`config.mk`:
```
export PLATFORM = sky130hd
export DESIGN_NAME = wshb_arbiter_flat
export DESIGN_NICKNAME = d
export VERILOG_FILES = /design/src/rtl/wshb_arbiter_if.sv /design/src/rtl/wshb_arbiter.sv /design/src/flat_wrapper.sv
export SDC_FILE = /design/constraint.sdc
export NUM_CORES = 1
export LEC_CHECK = 0
export BUFFER_PORTS_ARGS = -buffer_cell sky130_fd_sc_hd__buf_2
export CAP_MARGIN = 10
export CORE_AREA = 2 2 127 129
export DETAILED_ROUTE_END_ITERATION = 7
export DIE_AREA = 0 0 129 131
export PLACE_DENSITY = 0.51
export SETUP_SLACK_MARGIN = 0.15
export SYNTH_ARGS = -nofsm -noshare
export SYNTH_HDL_FRONTEND = slang
export SYNTH_SLANG_ARGS = --single-unit
```
`constraint.sdc`:
```
create_clock -name clk -period 1.6 [get_ports clk]
set_input_delay 0.16 -clock clk [delete_from_list [all_inputs] [get_ports clk]]
set_output_delay 0.16 -clock clk [all_outputs]
set_load 0.05 [all_outputs]
```
`src/rtl/wshb_arbiter_if.sv`:
```
// rtl/wshb_arbiter_if.sv - Wishbone classic link bundle used by the two-master arbiter
//
// One Wishbone classic point-to-point link.
//   cyc/stb/we  : cycle, strobe, write enable (master -> slave)
//   adr [AW]    : byte address
//   sel [DW/8]  : byte selects
//   dat [DW]    : write data
//   cti [3]     : cycle type identifier
//   bte [2]     : burst type extension
//   ack         : transfer acknowledge (slave -> master)
//   rdat [DW]   : read data (slave -> master, qualify with ack)
// Modports:
//   master : the side that issues requests
//   slave  : the side that answers them
interface wshb_arbiter_if #(
    parameter int AW = 32,
    parameter int DW = 32
) ();
    localparam int SW = DW / 8;

    logic          cyc;
    logic          stb;
    logic          we;
    logic [AW-1:0] adr;
    logic [SW-1:0] sel;
    logic [DW-1:0] dat;
    logic [2:0]    cti;
    logic [1:0]    bte;
    logic          ack;
    logic [DW-1:0] rdat;

    modport master (
        output cyc, stb, we, adr, sel, dat, cti, bte,
        input  ack, rdat
    );

    modport slave (
        input  cyc, stb, we, adr, sel, dat, cti, bte,
        output ack, rdat
    );
endinterface

```
`src/rtl/wshb_arbiter.sv`:
```
// rtl/wshb_arbiter.sv - two-master round-robin Wishbone classic arbiter for the SDRAM framebuffer
//
// Master 0 is the pattern/pixel writer, master 1 the display-side reader.
// A grant is held for the whole of the winner's cyc; on a tie the master
// not served last wins. Requests are muxed to the slave, ack goes back to the
// granted master only, read data is broadcast to both.
//
// Ports:
//   clk  : system clock
//   rst  : synchronous active-high reset
//   m0   : master 0 link (slave modport - the arbiter answers it)
//   m1   : master 1 link (slave modport)
//   s    : link to the SDRAM controller (master modport)
//   gnt  : one-hot current grant, 01 = m0, 10 = m1, 00 = none
//
// Optional feature: define WSHB_ARB_QUOTA_EN to revoke a grant after QUOTA
// acks when the other master is waiting (one hand-over cycle with s.cyc=0).
module wshb_arbiter #(
    parameter int AW    = 32,
    parameter int DW    = 32,
    parameter int QUOTA = 64
) (
    input  logic                 clk,
    input  logic                 rst,
    wshb_arbiter_if.slave        m0,
    wshb_arbiter_if.slave        m1,
    wshb_arbiter_if.master       s,
    output logic [1:0]           gnt
);
    localparam int SW = DW / 8;

    if (QUOTA < 1) begin : g_quota_check
        $error("wshb_arbiter: QUOTA must be at least 1");
    end

    typedef enum logic [1:0] {
        IDLE,
        GNT0,
        GNT1
    } state_t;

    state_t state, state_nxt;
    // 1 = m1 served last, so a tie goes to m0 (the reset preference)
    logic   last, last_nxt;
    // quota hand-over in progress this cycle
    logic   hand;

    logic          cyc_o, stb_o, we_o;
    logic [AW-1:0] adr_o;
    logic [SW-1:0] sel_o;
    logic [DW-1:0] dat_o;
    logic [2:0]    cti_o;
    logic [1:0]    bte_o;
    logic          ack0, ack1;

`ifdef WSHB_ARB_QUOTA_EN
    localparam int CW = $clog2(QUOTA + 1);

    logic [CW-1:0] ack_cnt;
    logic          other_cyc;

    always_comb begin
        other_cyc = 1'b0;
        if (state == GNT0) other_cyc = m1.cyc;
        if (state == GNT1) other_cyc = m0.cyc;
    end

    assign hand = (ack_cnt == CW'(QUOTA)) && other_cyc;

    // Saturates at QUOTA so a lone master keeps streaming without wrap.
    always_ff @(posedge clk) begin
        if (rst) begin
            ack_cnt <= '0;
        end else if (state_nxt != state) begin
            ack_cnt <= '0;
        end else if ((ack0 || ack1) && (ack_cnt != CW'(QUOTA))) begin
            ack_cnt <= ack_cnt + 1'b1;
        end
    end
`else
    assign hand = 1'b0;
`endif

    always_ff @(posedge clk) begin
        if (rst) begin
            state <= IDLE;
            last  <= 1'b1;
        end else begin
            state <= state_nxt;
            last  <= last_nxt;
        end
    end

    always_comb begin
        state_nxt = state;
        last_nxt  = last;
        case (state)
            IDLE: begin
                if (m0.cyc && (!m1.cyc || last)) state_nxt = GNT0;
                else if (m1.cyc)                 state_nxt = GNT1;
            end
            GNT0: begin
                if (!m0.cyc || hand) begin
                    last_nxt  = 1'b0;
                    state_nxt = m1.cyc ? GNT1 : IDLE;
                end
            end
            GNT1: begin
                if (!m1.cyc || hand) begin
                    last_nxt  = 1'b1;
                    state_nxt = m0.cyc ? GNT0 : IDLE;
                end
            end
            default: state_nxt = IDLE;
        endcase
    end

    // Outputs are forced idle while rst is high so the slave sees cyc drop
    // in the reset cycle itself and no ack leaks to a master.
    always_comb begin
        cyc_o = 1'b0;
        stb_o = 1'b0;
        we_o  = 1'b0;
        adr_o = '0;
        sel_o = '0;
        dat_o = '0;
        cti_o = '0;
        bte_o = '0;
        ack0  = 1'b0;
        ack1  = 1'b0;
        if (!rst) begin
            case (state)
                GNT0: begin
                    cyc_o = m0.cyc & ~hand;
                    stb_o = m0.stb & ~hand;
                    we_o  = m0.we;
                    adr_o = m0.adr;
                    sel_o = m0.sel;
                    dat_o = m0.dat;
                    cti_o = m0.cti;
                    bte_o = m0.bte;
                    ack0  = s.ack & m0.stb & ~hand;
                end
                GNT1: begin
                    cyc_o = m1.cyc & ~hand;
                    stb_o = m1.stb & ~hand;
                    we_o  = m1.we;
                    adr_o = m1.adr;
                    sel_o = m1.sel;
                    dat_o = m1.dat;
                    cti_o = m1.cti;
                    bte_o = m1.bte;
                    ack1  = s.ack & m1.stb & ~hand;
                end
                default: ;
            endcase
        end
    end

    always_comb begin
        gnt = 2'b00;
        if (state == GNT0) gnt = 2'b01;
        if (state == GNT1) gnt = 2'b10;
    end

    assign s.cyc   = cyc_o;
    assign s.stb   = stb_o;
    assign s.we    = we_o;
    assign s.adr   = adr_o;
    assign s.sel   = sel_o;
    assign s.dat   = dat_o;
    assign s.cti   = cti_o;
    assign s.bte   = bte_o;
    assign m0.ack  = ack0;
    assign m1.ack  = ack1;
    assign m0.rdat = s.rdat;
    assign m1.rdat = s.rdat;
endmodule
```
`src/flat_wrapper.sv`:
```
// flat-port wrapper written by rule: the top's interface ports become plain ports
module wshb_arbiter_flat 
#(
    parameter int AW    = 32,
    parameter int DW    = 32,
    parameter int QUOTA = 64
)
  (clk, rst, gnt, m0_cyc, m0_stb, m0_we, m0_adr, m0_sel, m0_dat, m0_cti, m0_bte, m0_ack, m0_rdat, m1_cyc, m1_stb, m1_we, m1_adr, m1_sel, m1_dat, m1_cti, m1_bte, m1_ack, m1_rdat, s_cyc, s_stb, s_we, s_adr, s_sel, s_dat, s_cti, s_bte, s_ack, s_rdat);
  wshb_arbiter_if #(.AW(AW), .DW(DW)) m0_i ();
  wshb_arbiter_if #(.AW(AW), .DW(DW)) m1_i ();
  wshb_arbiter_if #(.AW(AW), .DW(DW)) s_i ();
  input  logic clk;
  input  logic rst;
  output logic [1:0] gnt;
  input wire logic [$bits(m0_i.cyc)-1:0] m0_cyc;
  input wire logic [$bits(m0_i.stb)-1:0] m0_stb;
  input wire logic [$bits(m0_i.we)-1:0] m0_we;
  input wire logic [$bits(m0_i.adr)-1:0] m0_adr;
  input wire logic [$bits(m0_i.sel)-1:0] m0_sel;
  input wire logic [$bits(m0_i.dat)-1:0] m0_dat;
  input wire logic [$bits(m0_i.cti)-1:0] m0_cti;
  input wire logic [$bits(m0_i.bte)-1:0] m0_bte;
  output wire logic [$bits(m0_i.ack)-1:0] m0_ack;
  output wire logic [$bits(m0_i.rdat)-1:0] m0_rdat;
  input wire logic [$bits(m1_i.cyc)-1:0] m1_cyc;
  input wire logic [$bits(m1_i.stb)-1:0] m1_stb;
  input wire logic [$bits(m1_i.we)-1:0] m1_we;
  input wire logic [$bits(m1_i.adr)-1:0] m1_adr;
  input wire logic [$bits(m1_i.sel)-1:0] m1_sel;
  input wire logic [$bits(m1_i.dat)-1:0] m1_dat;
  input wire logic [$bits(m1_i.cti)-1:0] m1_cti;
  input wire logic [$bits(m1_i.bte)-1:0] m1_bte;
  output wire logic [$bits(m1_i.ack)-1:0] m1_ack;
  output wire logic [$bits(m1_i.rdat)-1:0] m1_rdat;
  output wire logic [$bits(s_i.cyc)-1:0] s_cyc;
  output wire logic [$bits(s_i.stb)-1:0] s_stb;
  output wire logic [$bits(s_i.we)-1:0] s_we;
  output wire logic [$bits(s_i.adr)-1:0] s_adr;
  output wire logic [$bits(s_i.sel)-1:0] s_sel;
  output wire logic [$bits(s_i.dat)-1:0] s_dat;
  output wire logic [$bits(s_i.cti)-1:0] s_cti;
  output wire logic [$bits(s_i.bte)-1:0] s_bte;
  input wire logic [$bits(s_i.ack)-1:0] s_ack;
  input wire logic [$bits(s_i.rdat)-1:0] s_rdat;
  assign m0_i.cyc = m0_cyc;
  assign m0_i.stb = m0_stb;
  assign m0_i.we = m0_we;
  assign m0_i.adr = m0_adr;
  assign m0_i.sel = m0_sel;
  assign m0_i.dat = m0_dat;
  assign m0_i.cti = m0_cti;
  assign m0_i.bte = m0_bte;
  assign m0_ack = m0_i.ack;
  assign m0_rdat = m0_i.rdat;
  assign m1_i.cyc = m1_cyc;
  assign m1_i.stb = m1_stb;
  assign m1_i.we = m1_we;
  assign m1_i.adr = m1_adr;
  assign m1_i.sel = m1_sel;
  assign m1_i.dat = m1_dat;
  assign m1_i.cti = m1_cti;
  assign m1_i.bte = m1_bte;
  assign m1_ack = m1_i.ack;
  assign m1_rdat = m1_i.rdat;
  assign s_cyc = s_i.cyc;
  assign s_stb = s_i.stb;
  assign s_we = s_i.we;
  assign s_adr = s_i.adr;
  assign s_sel = s_i.sel;
  assign s_dat = s_i.dat;
  assign s_cti = s_i.cti;
  assign s_bte = s_i.bte;
  assign s_i.ack = s_ack;
  assign s_i.rdat = s_rdat;
  wshb_arbiter #(.AW(AW), .DW(DW), .QUOTA(QUOTA)) u_core (.clk(clk), .rst(rst), .m0(m0_i), .m1(m1_i), .s(s_i), .gnt(gnt));
endmodule
```
# After elaboration in Yosys (flattened, before gate mapping)
# Cells that the tools add are included.
[op_classes] eq_ne=5 n_mux=32 reduce_logical=7 bitwise_logic=2 multipliers=0 n_shift=0 n_addsub=0 n_div=0 magnitude_cmp=0
[ops] op="32-bit one-hot mux with 2 select lines" count=2
[ops] op="32-bit two-way mux" count=2
[ops] op="2-bit two-way mux" count=7
[ops] op="1-bit two-way mux" count=11
[ops] op="1-bit one-hot mux with 2 select lines" count=4
[ops] op="4-bit one-hot mux with 2 select lines" count=1
[ops] op="2-bit one-hot mux with 3 select lines" count=1
[ops] op="3-bit one-hot mux with 2 select lines" count=1
[ops] op="3-bit AND reduction" count=2
[ops] op="4-bit two-way mux" count=1
[ops] op="2-bit inequality test, second input constant" count=2
[ops] op="2-bit one-hot mux with 2 select lines" count=1
[ops] op="3-bit two-way mux" count=1
[ops] op="3-bit by 2-bit inequality test with 1-bit output, second input constant" count=1
[ops] op="1-bit bitwise AND" count=2
[ops] op="2-bit by 1-bit equality test with 1-bit output, second input constant" count=1
[ops] op="2-bit equality test, second input constant" count=1
[ops] op="2-bit zero test" count=1
[ops] op="2-bit nonzero test" count=1
[ops] op="1-bit logical AND" count=1
[ops] op="1-bit zero test" count=1
[ops] op="1-bit logical OR" count=1
[word_totals] n_memories=0 ramBits=0 in_bits=187 reg_bits=3 output_inout_bits=144 mem_bits_ro=0 word_cells=48 latchBits=0

# Depth between registers and ports, before layout
[logic_depth] word_depth=5 depth_mapped=7 depth_no_buf=6

# Worst setup path after synthesis
# OpenSTA, ideal clock, no wires.
[synth_path] path_type="reg2out" from="register u_core.state[1]" to="output m0_ack" t_required_ns=1.440 path_stages_with_launch=7 path_buffers=2 t_arrival_ns=2.098 setup_slack_ns=-0.658 cell_sequence="dfxtp_1 -> inv_1 -> ha_1 -> buf_6 -> buf_2 -> nand2_1 -> nor3b_1"
[synth_between] elab_chain_len=3
[synth_lines] item="from (decl)" line="wshb_arbiter.sv:42" source="state_t state, state_nxt;"
[synth_lines] item="from (signal assigned)" line="wshb_arbiter.sv:89" source="state <= state_nxt;"
[synth_lines] item="2-bit by 1-bit equality test with 1-bit output" line="wshb_arbiter.sv:132" source="case (state)"
[synth_lines] item="1-bit two-way mux" line="wshb_arbiter.sv:132"
[synth_lines] item="1-bit two-way mux" line="wshb_arbiter.sv:131" source="if (!rst) begin"
[synth_lines] item="to (decl)" line="flat_wrapper.sv:23" source="output wire logic [$bits(m0_i.ack)-1:0] m0_ack;"
# No other way between the ends.

# Final worst setup path
[layout_path] from="register u_core.state[1]" to="output s_dat[20]"
[layout_between] elab_chain_len=3 word_cells_on_any_way=4 classes_between="eq/ne: 2; mux: 2"
[layout_lines] item="2-bit equality test / 2-bit by 1-bit equality test with 1-bit output (equally long branches)" line="wshb_arbiter.sv:132"
[layout_lines] item="32-bit one-hot mux with 2 select lines (*)" line="wshb_arbiter.sv:132"
[layout_lines] item="32-bit two-way mux (*)" line="wshb_arbiter.sv:131"
[layout_lines] item="to (decl)" line="flat_wrapper.sv:40" source="output wire logic [$bits(s_i.dat)-1:0] s_dat;"
# Mark *: on every way between the ends. The rest lies on a longest branch, timed or not.

==> flow_summary.json <==
{
  "synth_top_area_cell": "a22oi_1",
  "regArea_um2": 65.1,
  "synth_seq_area_share_pct": 3.34,
  "fillerInstances": 1592,
  "yosys_warnings": 0,
  "path_clk_slew_ns": 0.03,
  "drive_gt1_share_pct": 95.3,
  "violations": "negative setup slack",
  "powerDensity_nw_per_um2": 1020,
  "antenna_cells": 0,
  "vias": 2736,
  "syn-num-nets": 470,
  "start_util_pct": 11.5,
  "clockRootBuffer": "clkbuf_16",
  "synthXorXnorAreaFrac_pct": 0,
  "rsz0062_at_grt": "yes",
  "grt_pass1_vias": 2664,
  "fmax_mhz": 561,
  "die_y_um": 131,
  "cap_violations": 0,
  "grt_pass1_wl_um": 13400,
  "crit_end": "s_dat[20]",
  "pre_cts_slack_ns": -0.0313,
  "startpoint": "u_core.state[1]$_SDFFE_PP0P_",
  "crit_fanout": 8,
  "clock_skew_ns": 0.00207,
  "drv_slew": 0,
  "cts_sinks": 3,
  "antenna_found_initial": 0,
  "core_um2": 15600,
  "start_kind": "register",
  "reg2reg_slack_ns": -0.06,
  "drt_iter0_markers": 43,
  "numCtsBuffers": 3,
  "syn_area_um2": 1800,
  "synth_cell_types": 24,
  "critical_path_required_ns": 1.44,
  "post_drt_via_cell_ratio": 3.90,
  "synth_area_leaders": "a22oi_1, buf_4, nor2_1, buf_2, ha_1",
  "gp_congestion": 0.687,
  "final_area_um2": 5160,
  "die-area_um2": 16900,
  "clk_latency_ns": 0.22,
  "setup_viol": 79,
  "nNetsFinal": 680,
  "grt_start_max_net_pins": 29,
  "grt_usage_pct": 9.99,
  "holdBufCountCts": 0,
  "synth_cells": 277,
  "totalWireLength_um": 10100,
  "antenna_left": 0,
  "synthMuxAreaShare_pct": 0,
  "max-vdd-ir-drop_uv": 423,
  "worst_slack_ns": -0.183,
  "post-route-min-period_ns": 1.78,
  "synth_top_area_share_pct": 30.9,
  "synthSimpleGateAreaFrac_pct": 20.1,
  "worstMarginPinSlew_ns": 0.289,
  "finalCritPeriodShare_pct": 111,
  "end_kind": "output pin",
  "overflow": 0,
  "drcViolationCount": 0,
  "total_leakage_power_nw": 1.97,
  "placed_cell_area_um2": 4060,
  "io_buffers": 234,
  "drt-pass1-iter-count": 3,
  "synth_compound_area_share_pct": 37.3,
  "reg2reg_to": "u_core.state[1]$_SDFFE_PP0P_",
  "synth-adder-area-share_pct": 4.18,
  "cts.path.max_buffers": 2,
  "worst-endpoint-arrival_ns": 1.62,
  "row_count": 46,
  "routedWlPerCell_um": 14.4,
  "ff2ff_path_depth": 8,
  "multiInputGateArea_um2": 2110,
  "fp.dieW_um": 129,
  "hp-class": "input port to register",
  "syn_to_final_growth_pct": 187,
  "synth_area_per_cell_um2": 6.49,
  "slew_headroom_pct": 80.7,
  "htree_levels": 1,
  "hpwl_um": 7660,
  "final_hold_viol_count": 0,
  "r2r_start": "u_core.state[0]$_SDFFE_PP0P_",
  "cts_tree": "built",
  "synth_top_family_by_area": "compound AO/OA/AOI/OAI gates",
  "path_class": "register to output pin",
  "ys_ff_latch": 3,
  "status": "finished, violations left",
  "io_pins": 331
}
-- synth_stat cells --
library cell	n
and4b_1	1
o21bai_1	1
inv_1	2
a211oi_1	1
o21ai_2	1
o32ai_2	1
a21oi_1	4
ha_1	6
o22ai_1	1
nor2_1	77
clkbuf_1	6
and2_1	1
a21boi_1	1
buf_6	2
nor3b_1	1
buf_2	18
dfxtp_1	3
nor2b_1	1
a22oi_4	1
buf_4	65
a22oi_1	74
a21boi_4	1
nand2_1	3
nand2b_1	5
-- report_power, final --
part | internal, mW | switching [mW]
logic | 2.20 | 2.54
clock network | 0.329 | 0.0670
registers | 0.103 | 0.0167
total | 2.63 | 2.62
-- registers in the layout (all words and copies together) (netlist names) --
name          flops
u_core.last       1
u_core.state      2
-- layout make-up --
cell class | count | share of cell area, %
Tap cell | 216 | 5.24
Multi-Input combinational cell | 181 | 40.9
Inverter | 2 | 0.194
Clock buffer | 4 | 1.53
Sequential cell | 3 | 1.26
Timing Repair Buffer | 296 | 50.8
-- worst max-delay path, stage by stage (launching register included) --
cell and delay (ns):
dfxtp_4 0.34, buf_6 0.12, ha_4 0.21, buf_12 0.14, clkbuf_16 0.16, a22oi_2 0.22, nor2_4 0.06, buf_6 0.15
-- routing by layer --
metal / vias up / GRT usage [%] / wire [um] / share of wire (%)
met5: - / 0 / 0 / 0
li1: 1328 / - / - / -
met2: 160 / 19.9 / 5630 / 56
met4: 0 / 2.62 / 127 / 1.3
met1: 1230 / 10.8 / 3440 / 34
met3: 18 / 1.71 / 878 / 8.7
-- metrics by stage --
step                cells  TNS, ns  util, %  total power [mW]  hold slack, ns
floorplan             277        0        -              3.31           0.224
global placement      681  -0.0562     26.0              4.01           0.320
detailed placement    681   -0.173     26.0              4.00           0.320
CTS                   692    -9.74     31.3              5.01           0.312
global route          702   -14.97     33.1              5.54           0.317
finish                702    -9.57     33.1              5.26           0.287
-- placed cells by master (no fill, tap or decap), types with 2 or more instances in the layout --
cell type	count
nand2_1	2
ha_1	2
nand2b_1	4
nor2_4	75
nor2_1	2
ha_4	3
buf_2	155
a22oi_2	73
a21oi_1	3
buf_4	24
buf_6	68
buf_16	2
buf_12	22
buf_8	22
clkbuf_16	6
-- cells by family (layout without fill, tap and decap cells) --
logic type | after synthesis | in the layout
buf+inv | 93 | 302
flops | 3 | 3
fa+ha+maj | 6 | 6
simple gates | 89 | 89
compound gates | 86 | 86
-- how the worst min path moves through the flow --
stage | start | end | slack, ns | cells past startpoint
floorplan | rst | u_core.state[0]$_SDFFE_PP0P_ | 0.22 | 1
global placement | s_rdat[22] | m0_rdat[22] | 0.32 | 0
detailed placement | s_rdat[22] | m0_rdat[22] | 0.32 | 0
CTS | rst | u_core.state[0]$_SDFFE_PP0P_ | 0.31 | 3
global route | rst | u_core.state[0]$_SDFFE_PP0P_ | 0.32 | 3
finish | rst | u_core.state[0]$_SDFFE_PP0P_ | 0.29 | 3
-- what timing repair did --
item,in CTS,in global routing
pin swaps,32,12
gates resized for setup,188,33
setup buffers,5,7
cloned,2,3
endpoints found under the setup margin,81,82
Note: power is estimated with default switching activity, not from simulation.
